`config.mk`:
```
export PLATFORM = sky130hd
export DESIGN_NAME = pipelined_add_sub
export DESIGN_NICKNAME = d
export VERILOG_FILES = /design/src/rtl/pipelined_add_sub.sv
export SDC_FILE = /design/constraint.sdc
export NUM_CORES = 1
export LEC_CHECK = 0
export BUFFER_PORTS_ARGS = -buffer_cell sky130_fd_sc_hd__buf_2
export CAP_MARGIN = 0
export CORE_ASPECT_RATIO = 1.5
export CORE_MARGIN = 4
export CORE_UTILIZATION = 58
export CTS_CLUSTER_DIAMETER = 40
export CTS_CLUSTER_SIZE = 12
export DETAILED_ROUTE_END_ITERATION = 12
export GPL_ROUTABILITY_DRIVEN = 0
export PLACE_DENSITY = 0.86
export SYNTH_ARGS = -nofsm -noshare
export SYNTH_HDL_FRONTEND = slang
export SYNTH_SLANG_ARGS = --single-unit
```
`constraint.sdc`:
```
create_clock -name clk -period 2.82 [get_ports clk]
set_input_delay 0.564 -clock clk [delete_from_list [all_inputs] [get_ports clk]]
set_output_delay 0.564 -clock clk [all_outputs]
set_load 0.005 [all_outputs]
```
`src/rtl/pipelined_add_sub.sv`:
```
// Pipelined adder/subtractor with a segmented carry chain.
//
// The WIDTH-bit add is split into STAGES segments of WIDTH/STAGES bits. Stage k adds
// segment k using the carry registered by stage k-1. The last stage register is the
// output register, so an accepted operand set appears on result/flags exactly STAGES
// cycles later unless the pipeline stalls.
//
// Parameters:
//   WIDTH   operand/result width (8..64), must be divisible by STAGES
//   STAGES  pipeline depth and carry-chain segment count (1..8)
// Ports:
//   clk        rising-edge clock
//   reset_n    asynchronous active-low reset
//   in_valid   operand set on input_1/input_2/op/carry_in is valid
//   in_ready   operand set is accepted this cycle (equals the advance condition)
//   input_1    operand A
//   input_2    operand B
//   op         00 ADD, 01 SUB, 10 ADDC, 11 SUBB
//   carry_in   carry/borrow input for ADDC/SUBB
//   out_valid  result and flags are valid
//   out_ready  downstream accepts the result this cycle
//   result     sum or difference modulo 2^WIDTH
//   flags      {N, Z, C, V}
module pipelined_add_sub #(
    parameter int unsigned WIDTH  = 32,
    parameter int unsigned STAGES = 4
) (
    input  logic             clk,
    input  logic             reset_n,
    input  logic             in_valid,
    output logic             in_ready,
    input  logic [WIDTH-1:0] input_1,
    input  logic [WIDTH-1:0] input_2,
    input  logic [1:0]       op,
    input  logic             carry_in,
    output logic             out_valid,
    input  logic             out_ready,
    output logic [WIDTH-1:0] result,
    output logic [3:0]       flags
);

    localparam int unsigned SEG = WIDTH / STAGES;

    // Per-stage pipeline registers. Each stage carries the full operands forward;
    // bits below the current segment are simply never read again.
    logic [WIDTH-1:0] a_q   [STAGES];
    logic [WIDTH-1:0] b_q   [STAGES];
    logic [WIDTH-1:0] sum_q [STAGES];
    logic             c_q   [STAGES];
    logic             v_q   [STAGES];
    logic [3:0]       flags_q;

    // Stage inputs and next-state values.
    logic [WIDTH-1:0] a_in   [STAGES];
    logic [WIDTH-1:0] b_in   [STAGES];
    logic [WIDTH-1:0] sum_in [STAGES];
    logic             c_in   [STAGES];
    logic             v_in   [STAGES];
    logic [WIDTH-1:0] sum_d  [STAGES];
    logic             c_d    [STAGES];
    logic [3:0]       flags_d;
    logic [SEG:0]     seg;

    logic             advance;
    logic [WIDTH-1:0] b_eff;
    logic             c_eff;

    // Whole pipeline moves in lockstep; bubbles are never squeezed out.
    assign advance   = !v_q[STAGES-1] || out_ready;
    assign in_ready  = advance;
    assign out_valid = v_q[STAGES-1];
    assign result    = sum_q[STAGES-1];
    assign flags     = flags_q;

    // Subtraction is an add of ~B. Carry-in: ADD 0, SUB 1, ADDC carry_in, SUBB ~carry_in.
    assign b_eff = op[0] ? ~input_2 : input_2;
    assign c_eff = op[1] ? (carry_in ^ op[0]) : op[0];

    always_comb begin
        a_in[0]   = input_1;
        b_in[0]   = b_eff;
        sum_in[0] = '0;
        c_in[0]   = c_eff;
        v_in[0]   = in_valid;
        for (int k = 1; k < STAGES; k++) begin
            a_in[k]   = a_q[k-1];
            b_in[k]   = b_q[k-1];
            sum_in[k] = sum_q[k-1];
            c_in[k]   = c_q[k-1];
            v_in[k]   = v_q[k-1];
        end

        seg = '0;
        for (int k = 0; k < STAGES; k++) begin
            seg = {1'b0, a_in[k][k*SEG +: SEG]} + {1'b0, b_in[k][k*SEG +: SEG]}
                + {{SEG{1'b0}}, c_in[k]};
            sum_d[k]               = sum_in[k];
            sum_d[k][k*SEG +: SEG] = seg[SEG-1:0];
            c_d[k]                 = seg[SEG];
        end

        // Flags are formed as the final segment completes and registered with the result.
        flags_d[3] = sum_d[STAGES-1][WIDTH-1];
        flags_d[2] = (sum_d[STAGES-1] == '0);
        flags_d[1] = c_d[STAGES-1];
        flags_d[0] = (a_in[STAGES-1][WIDTH-1] == b_in[STAGES-1][WIDTH-1])
                  && (sum_d[STAGES-1][WIDTH-1] != a_in[STAGES-1][WIDTH-1]);
    end

    always_ff @(posedge clk or negedge reset_n) begin
        if (!reset_n) begin
            for (int k = 0; k < STAGES; k++) begin
                a_q[k]   <= '0;
                b_q[k]   <= '0;
                sum_q[k] <= '0;
                c_q[k]   <= 1'b0;
                v_q[k]   <= 1'b0;
            end
            flags_q <= '0;
        end else if (advance) begin
            for (int k = 0; k < STAGES; k++) begin
                a_q[k]   <= a_in[k];
                b_q[k]   <= b_in[k];
                sum_q[k] <= sum_d[k];
                c_q[k]   <= c_d[k];
                v_q[k]   <= v_in[k];
            end
            flags_q <= flags_d;
        end
    end

endmodule

```
After elaboration in Yosys (flattened, before gate mapping)
Cells that the tools add are included.
Storage, ports and cells
  register bits: 283
  bits of input ports: 71
  output and inout port bits: 38
  logic and storage cells: 36
Operators by class
  $add $sub $neg: 8
  equal/unequal tests: 2
  muxes and demuxes: 2
  bitwise gates (word level): 2
  reduce and logical (&&, ||, !) cells: 4
Operator list (number)
  adder 8 x 8 -> 9 bit: 4
  adder 9 x 1 -> 9 bit: 4
  logical NOT 32 bit: 1
  two-way mux 32 bit: 1
  inverter 32 bit: 1
  equality test 1 bit: 1
  logical AND 1 bit: 1
  logical NOT 1 bit: 1
  logical OR 1 bit: 1
  two-way mux 1 bit: 1
  != test 1 bit: 1
  XOR 1 bit: 1

Depth between registers and ports, before layout
Gate-level depths: netlist of the first run.
  depth after elaboration: 4
  gate-level depth with buffers: 11
  mapped depth without buffers: 10

Least setup slack after synthesis of the first run
Ideal clock, no wire load.
  path type: input to register
  from: input port op[0]
  to: register c_q (netlist bit c_in[2])
  library setup time: 0.138 ns
  data arrival time: 2.876 ns
  data required time: 2.682 ns
  slack: -0.194 ns
  cell stages on the path: 11
  path buffers: 2
  cells stage by stage: clkbuf_1 > buf_2 > xor2_1 > fa_1 > fa_1 > a21o_1 > a21oi_1 > o21ai_0 > and3b_1 > o21ai_0 > a31oi_1
Between the ends
  longest elaborated chain between the ends: 3
  elaborated cells between the ends (all ways): 5
  classes of those cells: add/sub (2); mux (2); bitwise (1)
RTL lines
  start: declaration: RTL line 34  | input logic [1:0] op,
  two-way mux 32 bit / XOR 1 bit (equally long branches): RTL line 76, 77
  adder 8 x 8 -> 9 bit / two-way mux 1 bit (equally long branches): RTL line 95, 77
  adder 9 x 1 -> 9 bit (*): RTL line 96  | + {{SEG{1'b0}}, c_in[k]};
  end signal: indexed assignment: RTL line 125  | c_q[k] <= c_d[k];
  end: declaration: RTL line 49  | logic c_q [STAGES];
Mark *: on every way between the ends. The rest lies on a longest branch, timed or not.
A chain may end at the register's enable or synchronous reset.

Worst setup path after layout of the first run
Same ends and word-level chain as after synthesis.

==> results.cfg, run 1 <==
[run_status]
status = finished clean

[worst_hold_path]
hold_class = in2async

[critical_path]
criticalPathCategory = in2reg
worstPathCellList = buf_2 -> xor2_1 -> fa_1 -> fa_1 -> a21o_1 -> a21oi_2 -> o21ai_0 -> and3b_1 -> o21ai_0 -> a31oi_1
critical_path.max_stage_delay_ns = 0.43
cp-end-kind = flip-flop
crit_buf_inv = 1
worstReg2RegStart = a_in[24]
crit_fanout = 3
start_kind = primary input
cp-startpoint = op[0]
path_delay_family = adder cells
cpMaxStageDelayCell = fa_1
worst_r2r_endpoint = flags[2]
cp.required_ns = 3.11
r2r_setup_slack_ns = 0.48
cp.arrival_ns = 2.65
reg2reg_depth = 9

[place]
postPlaceCellArea_um2 = 9180
place_hpwl_um = 11600
io_buffers = 108

[synthesis]
synth_top_area_cell = dfrtp_1
yosysMostFrequentCell = nand2_1
yosysTopAreaCellShare_pct = 55.2
synthFlopType = dfrtp_1
ys_ff_latch = 186
synth.top_cells.by_count = nand2_1, dfrtp_1, o21ai_0
syn_area_per_cell_um2 = 9.07
ys_types = 41
yosys-top-cells-area = dfrtp_1, nand2_1, ha_1
synth_edf_count = 0
yosysWarnings = 0
syn_inst = 930
async_flop_share_pct = 100
syn_nets = 1037
netlist_area_um2 = 8440
seq_area_frac_synth_pct = 55.2

[clocking]
post_cts_buffers = 0
cts_buffers = 17
ctsResizeCount = 0
cts_hold_buffers = 0
root_buffer = clkbuf_16
clk_pin_slew_worst_paths_ns = 0.06
cts_sinks = 186
clock_latency_ns = 0.42
htree_levels = 4
cts_buffer_depth = 2
cts_tree = yes

[power_and_ir_drop]
p_leak_nw = 5.05
power_density_nw_per_um2 = 1120
ir_drop_uv = 571

[global_routing]
grt.total_usage_pct = 21.6
grt_util_met3_pct = 3.73
gr-total-overflow = 0
grt_use_met2_pct = 36.9
top_usage_layer = met2
grt_max_degree = 124
antenna_found_initial = 0
grt_pass1_vias = 6228
grt_first_pass_wirelength_um = 29100
use_met1_pct = 28.5

[timing]
setup_viol = 0
fin_setup_tns_ns = 0
finalCritPeriodShare_pct = 83.7
rsz0062_at_grt = no
drv_slew = 0
worst_pin_slew_ns = 0.594
clock_skew_ns = 0.00840
period_needed_ns = 2.36
hold_viol = 0
fmax_mhz = 424
max_slew_margin_pct = 60.4

[finish]
final_nets = 1131
synthToLayoutAreaGrowth_pct = 15.8
postLayoutCellArea_um2 = 9770
drive_gt1_share_pct = 15.2
n_antenna_cell = 0
fillers = 1077
final_util_pct = 69.2

[routing]
wl_um = 16900
antenna_left = 0
drtIter0Drc = 316
wl_per_cell_um = 13.8
viasPerCell = 5.17
vias = 6353
drc_errors = 0
dr.pass1.iters = 4

[die]
core_area_um2 = 14100
num_io_pins = 109
initial_core_util_pct = 59.7
dieArea_um2 = 16600
fp.dieH_um = 156
rows = 53
fp.dieW_um = 106

[job]
cap_violations = 0
==> cell usage in the layout (no fill, tap or decap), types with 4 or more instances in the layout <==
master | Yosys | routed
nor4_1 | 6 | 6
nor3_1 | 11 | 11
nor2_1 | 28 | 28
o21a_1 | 7 | 7
o31ai_1 | 10 | 10
xor2_1 | 13 | 13
o21ai_0 | 48 | 48
ha_1 | 28 | 28
buf_2 | 14 | 107
clkbuf_16 | 0 | 17
nand2_1 | 424 | 424
xnor2_1 | 34 | 34
buf_4 | 1 | 9
inv_1 | 21 | 21
fa_1 | 8 | 8
a21oi_1 | 18 | 17
dfrtp_1 | 186 | 186
a31oi_1 | 4 | 4
a21o_1 | 4 | 4
o21bai_1 | 5 | 5
==> per-layer routing <==
layer	vias up	share of wire [%]
met3	24	4.5
met1	3015	42
li1	3165	-
met4	0	1.9
met2	149	52
met5	-	0
==> flip-flops by register name (all words and copies together) (netlist names) <==
name and cells:
a_in 48, c_in 3, sum_d 48, flags 3, b_in 48, v_in 3, out_valid 1, result 32
==> worst max-delay path by stage <==
stage                          to  slack, ns  cells after the start
final                     c_in[2]       0.46                     10
after global routing      c_in[0]       0.27                     10
after CTS                 c_in[2]       0.48                     10
after detailed placement  c_in[2]       0.03                     10
after global placement    c_in[2]       0.12                     10
after floorplan           c_in[2]       0.01                     11
==> report_power, final <==
group | internal (mW) | total [mW] | switching (mW) | leakage [nW]
Combinational | 1.71 | 4.00 | 2.29 | 2.51
Sequential | 3.86 | 4.60 | 0.741 | 2.25
Clock | 1.37 | 2.38 | 1.01 | 0.293
Total | 6.93 | 11.0 | 4.05 | 5.05
==> final cells by class <==
| type | count | area [um2] | area share [%] |
|---|---|---|---|
| repair buffers | 120 | 677 | 6.93 |
| multi-input cells | 677 | 3520 | 36.0 |
| well taps | 192 | 240 | 2.46 |
| inverters | 22 | 85.1 | 0.871 |
| clock inverters | 12 | 138 | 1.41 |
| flip-flops and latches | 186 | 4650 | 47.6 |
| clock buffers | 20 | 457 | 4.67 |
==> stage by stage <==
step                hold WS, ns  setup slack (ns)  std cells  total power [mW]
finish                   0.0854             0.460       1229              11.0
global route              0.120             0.270       1229              11.9
CTS                       0.108             0.476       1229              11.1
detailed placement        0.451            0.0278       1197              8.60
global placement          0.445             0.123       1197              8.39
floorplan                 0.268            0.0107        930              7.40
==> logic make-up (layout without fill, tap and decap cells) <==
| logic type | after synthesis | count (layout) | synth area share [%] |
|---|---|---|---|
| adder cells (fa/ha/maj) | 36 | 36 | 6.05 |
| AO/OA/AOI/OAI | 108 | 108 | 7.93 |
| AND/OR/NAND/NOR | 485 | 485 | 22.6 |
| XOR/XNOR | 48 | 48 | 5.07 |
| flip-flops | 186 | 186 | 55.2 |
| buffers and inverters | 67 | 174 | 3.23 |
Power figures use the tool's default switching activity.
==> inputs of run 2 (changes only) <==
- ABC_AREA: default -> 1
- clock period: 2.82 -> 2.4 ns (I/O delays scaled with it)
==> run 2 against run 1 <==
  * Die area rose by 3.5%
  * Register-to-register slack worse by 0.098 ns
  * Largest power group unchanged
  * Count of clock-buffer cells in the layout decreased by 2
  * Critical endpoint is now flags[2]
==> results.cfg, run 2 <==
[run_status]
status = finished clean

[clocking]
clk_pin_slew_worst_paths_ns = 0.07
cts_buffer_depth = 2
cts_buffers = 17
clock_latency_ns = 0.43
ctsResizeCount = 0
cts_hold_buffers = 0
cts_tree = yes
htree_levels = 4
root_buffer = clkbuf_16
cts_sinks = 186
post_cts_buffers = 0

[critical_path]
cp-startpoint = a_in[24]
crit_fanout = 2
worstReg2RegStart = a_in[24]
cp-end-kind = flip-flop
path_delay_family = adder cells
crit_buf_inv = 2
worstPathCellList = fa_1 -> inv_1 -> fa_1 -> inv_1 -> nand4_1 -> nand3_1 -> nand2_1 -> nand2_1 -> nor2_1 -> nand3_1 -> nand2_1
cpMaxStageDelayCell = fa_1
cp.required_ns = 2.77
cp.arrival_ns = 2.39
criticalPathCategory = reg2reg
start_kind = flip-flop
critical_path.max_stage_delay_ns = 0.49
crit_top_cell = nand2_1

[timing]
clock_skew_ns = 0.0102
setup_viol = 0
period_needed_ns = 2.02
fin_setup_tns_ns = 0
drv_slew = 0
max_slew_margin_pct = 55.8
rsz0062_at_grt = no
worst_pin_slew_ns = 0.663
finalCritPeriodShare_pct = 84.1
hold_viol = 0
fmax_mhz = 495

[synthesis]
ys_ff_latch = 186
syn_nets = 1071
synth_edf_count = 0
yosysMostFrequentCell = nand2_1
syn_inst = 964
synthFlopType = dfrtp_1
syn_area_per_cell_um2 = 9.08
seq_area_frac_synth_pct = 53.2
yosysWarnings = 0
async_flop_share_pct = 100
ys_types = 30
yosysTopAreaCellShare_pct = 53.2
synth.top_cells.by_count = nand2_1, dfrtp_1, o21ai_1
synth_top_area_cell = dfrtp_1
netlist_area_um2 = 8760
yosys-top-cells-area = dfrtp_1, nand2_1, o21ai_1

[worst_hold_path]
hold_class = in2async

[power_and_ir_drop]
power_density_nw_per_um2 = 1330
power_frac_seq_pct = 39.9
intPower_mw = 8.05
p_comb_share_pct = 39.5
switching_power_mw = 5.16
p_leak_nw = 5.10
ir_drop_uv = 734
clock_power_share_pct = 20.5
swShare_pct = 39.1

[global_routing]
grt_max_degree = 70
antenna_found_initial = 0
grt.total_usage_pct = 22.8
grt_pass1_vias = 6638
grt_first_pass_wirelength_um = 30900
gr-total-overflow = 0

[routing]
dr.pass1.iters = 6
drtIter0Drc = 375
drc_errors = 0
wl_per_cell_um = 14.3
vias = 6611
antenna_left = 0
viasPerCell = 5.19
wl_um = 18200

[finish]
final_nets = 1171
postLayoutCellArea_um2 = 9970
n_antenna_cell = 0
fillers = 1106
synthToLayoutAreaGrowth_pct = 13.8
drive_gt1_share_pct = 17.1
most-common-layout-cells = nand2_1, dfrtp_1, buf_2, o21ai_1, inv_1
layout_commonest_cell = nand2_1

[place]
postPlaceCellArea_um2 = 9390
io_buffers = 108
place_hpwl_um = 12800

[die]
fp.dieH_um = 158
rows = 54
fp.dieW_um = 108
core_area_um2 = 14700
initial_core_util_pct = 59.7
num_io_pins = 109
dieArea_um2 = 17200

[job]
cap_violations = 0
-- run 2: changes by cell type after synthesis, sizes merged, moves of 5 or more --
cell	change
nor4	-6
buf	+24
o21a	-7
nand2	-92
a31oi	+7
nor3	-10
clkbuf	-23
o31ai	-10
o21ai	+84
inv	+61
nand3	+23
nand4	+10
xnor2	-5
-- run 2: logic make-up after synthesis --
kind of cell               synth area share (%)
buffers and inverters                      7.93
DFF                                        53.2
adders and majority gates                  5.83
and+or+nand+nor                            18.6
xor gates and xnor gates                   4.30
AOI/OAI and AO/OA                          10.2
-- run 2: cell type report --
cell class | instances | area [um2] | share of cell area [%]
clock buffers | 18 | 439 | 4.41
clock inverters | 14 | 135 | 1.36
inverters | 83 | 317 | 3.18
multi-input cells | 649 | 3410 | 34.2
flip-flops and latches | 186 | 4650 | 46.7
well taps | 196 | 245 | 2.46
repair buffers | 127 | 764 | 7.67
-- run 2: power by group through the flow --
stage	Sequential [mW]	Clock, mW	Combinational (mW)
2_1_floorplan	5.15	0	3.88
3_3_place_gp	5.23	0	4.89
3_5_place_dp	5.30	0	5.10
4_1_cts	5.27	2.74	5.25
5_1_grt	5.43	2.88	5.97
6_report	5.27	2.71	5.22
-- run 2: final timing paths --
check | slack (ns) | to | cells past startpoint
worst max-delay path | 0.38 | flags[2] | 11
worst min register to register | 0.47 | out_valid | 2
max in group asynchronous | 1.62 | b_in[73] | 2
worst max register to register | 0.38 | flags[2] | 11
worst min-delay path | 0.05 | out_valid | 1
min in group clk | 0.25 | a_in[93] | 3
-- run 2: metrics by stage --
step | power [mW] | setup slack (ns) | utilization (%) | std cells | hold slack (ns)
floorplan | 9.03 | 0.00596 | - | 964 | 0.184
global placement | 10.1 | 0.126 | 64.1 | 1241 | 0.445
detailed placement | 10.4 | 0.0725 | 64.1 | 1241 | 0.456
CTS | 13.3 | 0.411 | 68.0 | 1273 | 0.0706
global route | 14.3 | 0.293 | 68.0 | 1273 | 0.105
finish | 13.2 | 0.382 | 68.0 | 1273 | 0.0529
-- run 2: routing by layer --
| layer | vias up | global-route usage, % | wire length, um |
|---|---|---|---|
| met4 | 0 | 8.60 | 495 |
| met1 | 3116 | 29.0 | 7680 |
| li1 | 3283 | - | - |
| met2 | 172 | 38.8 | 9220 |
| met3 | 40 | 4.26 | 826 |
| met5 | - | 0 | 0 |
==> inputs of run 3 (changes only) <==
- clock period: 2.4 -> 2 ns (I/O delays scaled with it)
==> run 3 against run 2 <==
  * Combinational power up 23%
  * Worst setup slack worse by 0.25 ns
  * Clock power increased by 28%
  * Sequential share of layout area fell by 0.73 points
  * Critical path depth fell by 7
  * Highest routed layer unchanged
  * Die area unchanged
  * Final cell count increased by 0.55%
  * Count of clock-buffer cells in the layout rose by 2
  * Largest power group is now combinational cells
==> results.cfg, run 3 (synthesis gave the netlist of run 2 again) <==
[clocking]
root_buffer = clkbuf_16
clk_pin_slew_worst_paths_ns = 0.07
clock_latency_ns = 0.43
cts_buffers = 17
cts_tree = yes
cts_buffer_depth = 2
htree_levels = 4
cts_sinks = 186

[finish]
synthToLayoutAreaGrowth_pct = 15.6
most-common-layout-cells = nand2_1, dfrtp_1, buf_2, o21ai_1, inv_1
final_util_pct = 69.0
drive_gt1_share_pct = 18.1
final_nets = 1177
layout_commonest_cell = nand2_1

[critical_path]
cp.arrival_ns = 1.47
cp-end-kind = primary output
criticalPathCategory = reg2out
start_kind = flip-flop
cp.required_ns = 1.60
crit_fanout = 40

[power_and_ir_drop]
ir_drop_uv = 767
intPower_mw = 10.0
swShare_pct = 38.1
power_density_nw_per_um2 = 1600
p_leak_nw = 5.15
p_comb_share_pct = 39.7
power_frac_seq_pct = 38.8
switching_power_mw = 6.17
clock_power_share_pct = 21.5

[routing]
dr.pass1.iters = 7
antenna_left = 0
vias = 6686
viasPerCell = 5.22
wl_um = 18200
wl_per_cell_um = 14.2
drc_errors = 0
drtIter0Drc = 388

[global_routing]
grt.total_usage_pct = 22.4
grt_pass1_vias = 6662
gr-total-overflow = 0
antenna_found_initial = 0
grt_max_degree = 68
grt_first_pass_wirelength_um = 30500

[timing]
setup_viol = 0
fin_setup_tns_ns = 0
rsz0062_at_grt = no
period_needed_ns = 1.87
worst_pin_slew_ns = 0.544
clock_skew_ns = 0.00926
drv_slew = 0
fmax_mhz = 535
hold_viol = 0
max_slew_margin_pct = 63.7
finalCritPeriodShare_pct = 93.4

[place]
place_hpwl_um = 12500
io_buffers = 108

[die]
initial_core_util_pct = 59.7
fp.dieW_um = 108
rows = 54
num_io_pins = 109
core_area_um2 = 14700
fp.dieH_um = 158
dieArea_um2 = 17200

[job]
cap_violations = 0

[run_status]
status = finished clean

[worst_hold_path]
hold_class = in2reg
run 3: cell types whose count changed in the layout (fill, tap and decap cells not counted), sizes merged, moves of 2 or more:
cell	previous run	this run
inv	89	86
buf	127	132
clkinvlp	2	4
bufinv	1	3
clkinv	5	2
clkbuf	18	20
run 3: path summary, 6_finish.rpt:
| kind | slack [ns] | to | depth (start not counted) | from |
|---|---|---|---|---|
| max | 0.13 | in_ready | 4 | out_valid |
| min | 0.17 | a_in[77] | 3 | input_1[13] |
| max reg2reg | 0.15 | c_in[1] | 10 | a_in[72] |
| min reg2reg | 0.46 | out_valid | 2 | v_in[0] |
| max in group asynchronous | 0.87 | sum_d[6] | 3 | reset_n |
| min in group asynchronous | 0.51 | v_in[2] | 2 | reset_n |
run 3: layer usage:
| layer | wire, um | global-route usage [%] | vias up | part of all wire (%) |
|---|---|---|---|---|
| met1 | 7730 | 29.0 | 3187 | 42 |
| met4 | 303 | 7.28 | 0 | 1.7 |
| li1 | - | - | 3292 | - |
| met3 | 825 | 3.61 | 26 | 4.5 |
| met2 | 9350 | 38.6 | 181 | 51 |
| met5 | 0 | 0 | - | 0 |
run 3: repair_timing:
action,in CTS,in global routing
hold buffers,1,0
endpoints found under the setup margin,0,3
hold endpoints to repair,52,0
resized for setup,0,5
buffers inserted,0,1
run 3: power by group through the flow:
| stage | Clock (mW) | Sequential, mW | Combinational [mW] |
|---|---|---|---|
| CTS | 3.52 | 6.28 | 6.39 |
| global route | 3.66 | 6.49 | 7.35 |
| floorplan | 0 | 6.18 | 4.66 |
| global placement | 0 | 6.25 | 5.96 |
| finish | 3.48 | 6.28 | 6.43 |
| detailed placement | 0 | 6.33 | 6.22 |
run 3: area by class of cell:
class                           count  area, um2
Clock inverter                     12        160
Timing Repair Buffer              133        850
Sequential cell                   186       4650
Inverter                           83        317
Multi-Input combinational cell    649       3440
Tap cell                          196        245
Antenna cell                        1       2.50
Clock buffer                       20        457
Fill cell                        1060       4540
run 3: worst max-delay path, cell delays in order, from the launching register on:
cell     delay [ns]
dfrtp_1        0.35
inv_1          0.04
or2_4          0.30
buf_12         0.20
buf_2          0.14
run 3: per-stage QoR:
stage               total power, mW  std cells  setup slack [ns]  hold slack [ns]  cell area, um2
floorplan                      10.8        964           -0.0953            0.104            8790
global placement               12.2       1245           -0.0443            0.403            9470
detailed placement             12.5       1245           -0.0570            0.409            9470
CTS                            16.2       1278            0.0630            0.163           10100
global route                   17.5       1279            0.0123            0.179           10100
finish                         16.2       1280             0.131            0.174           10100
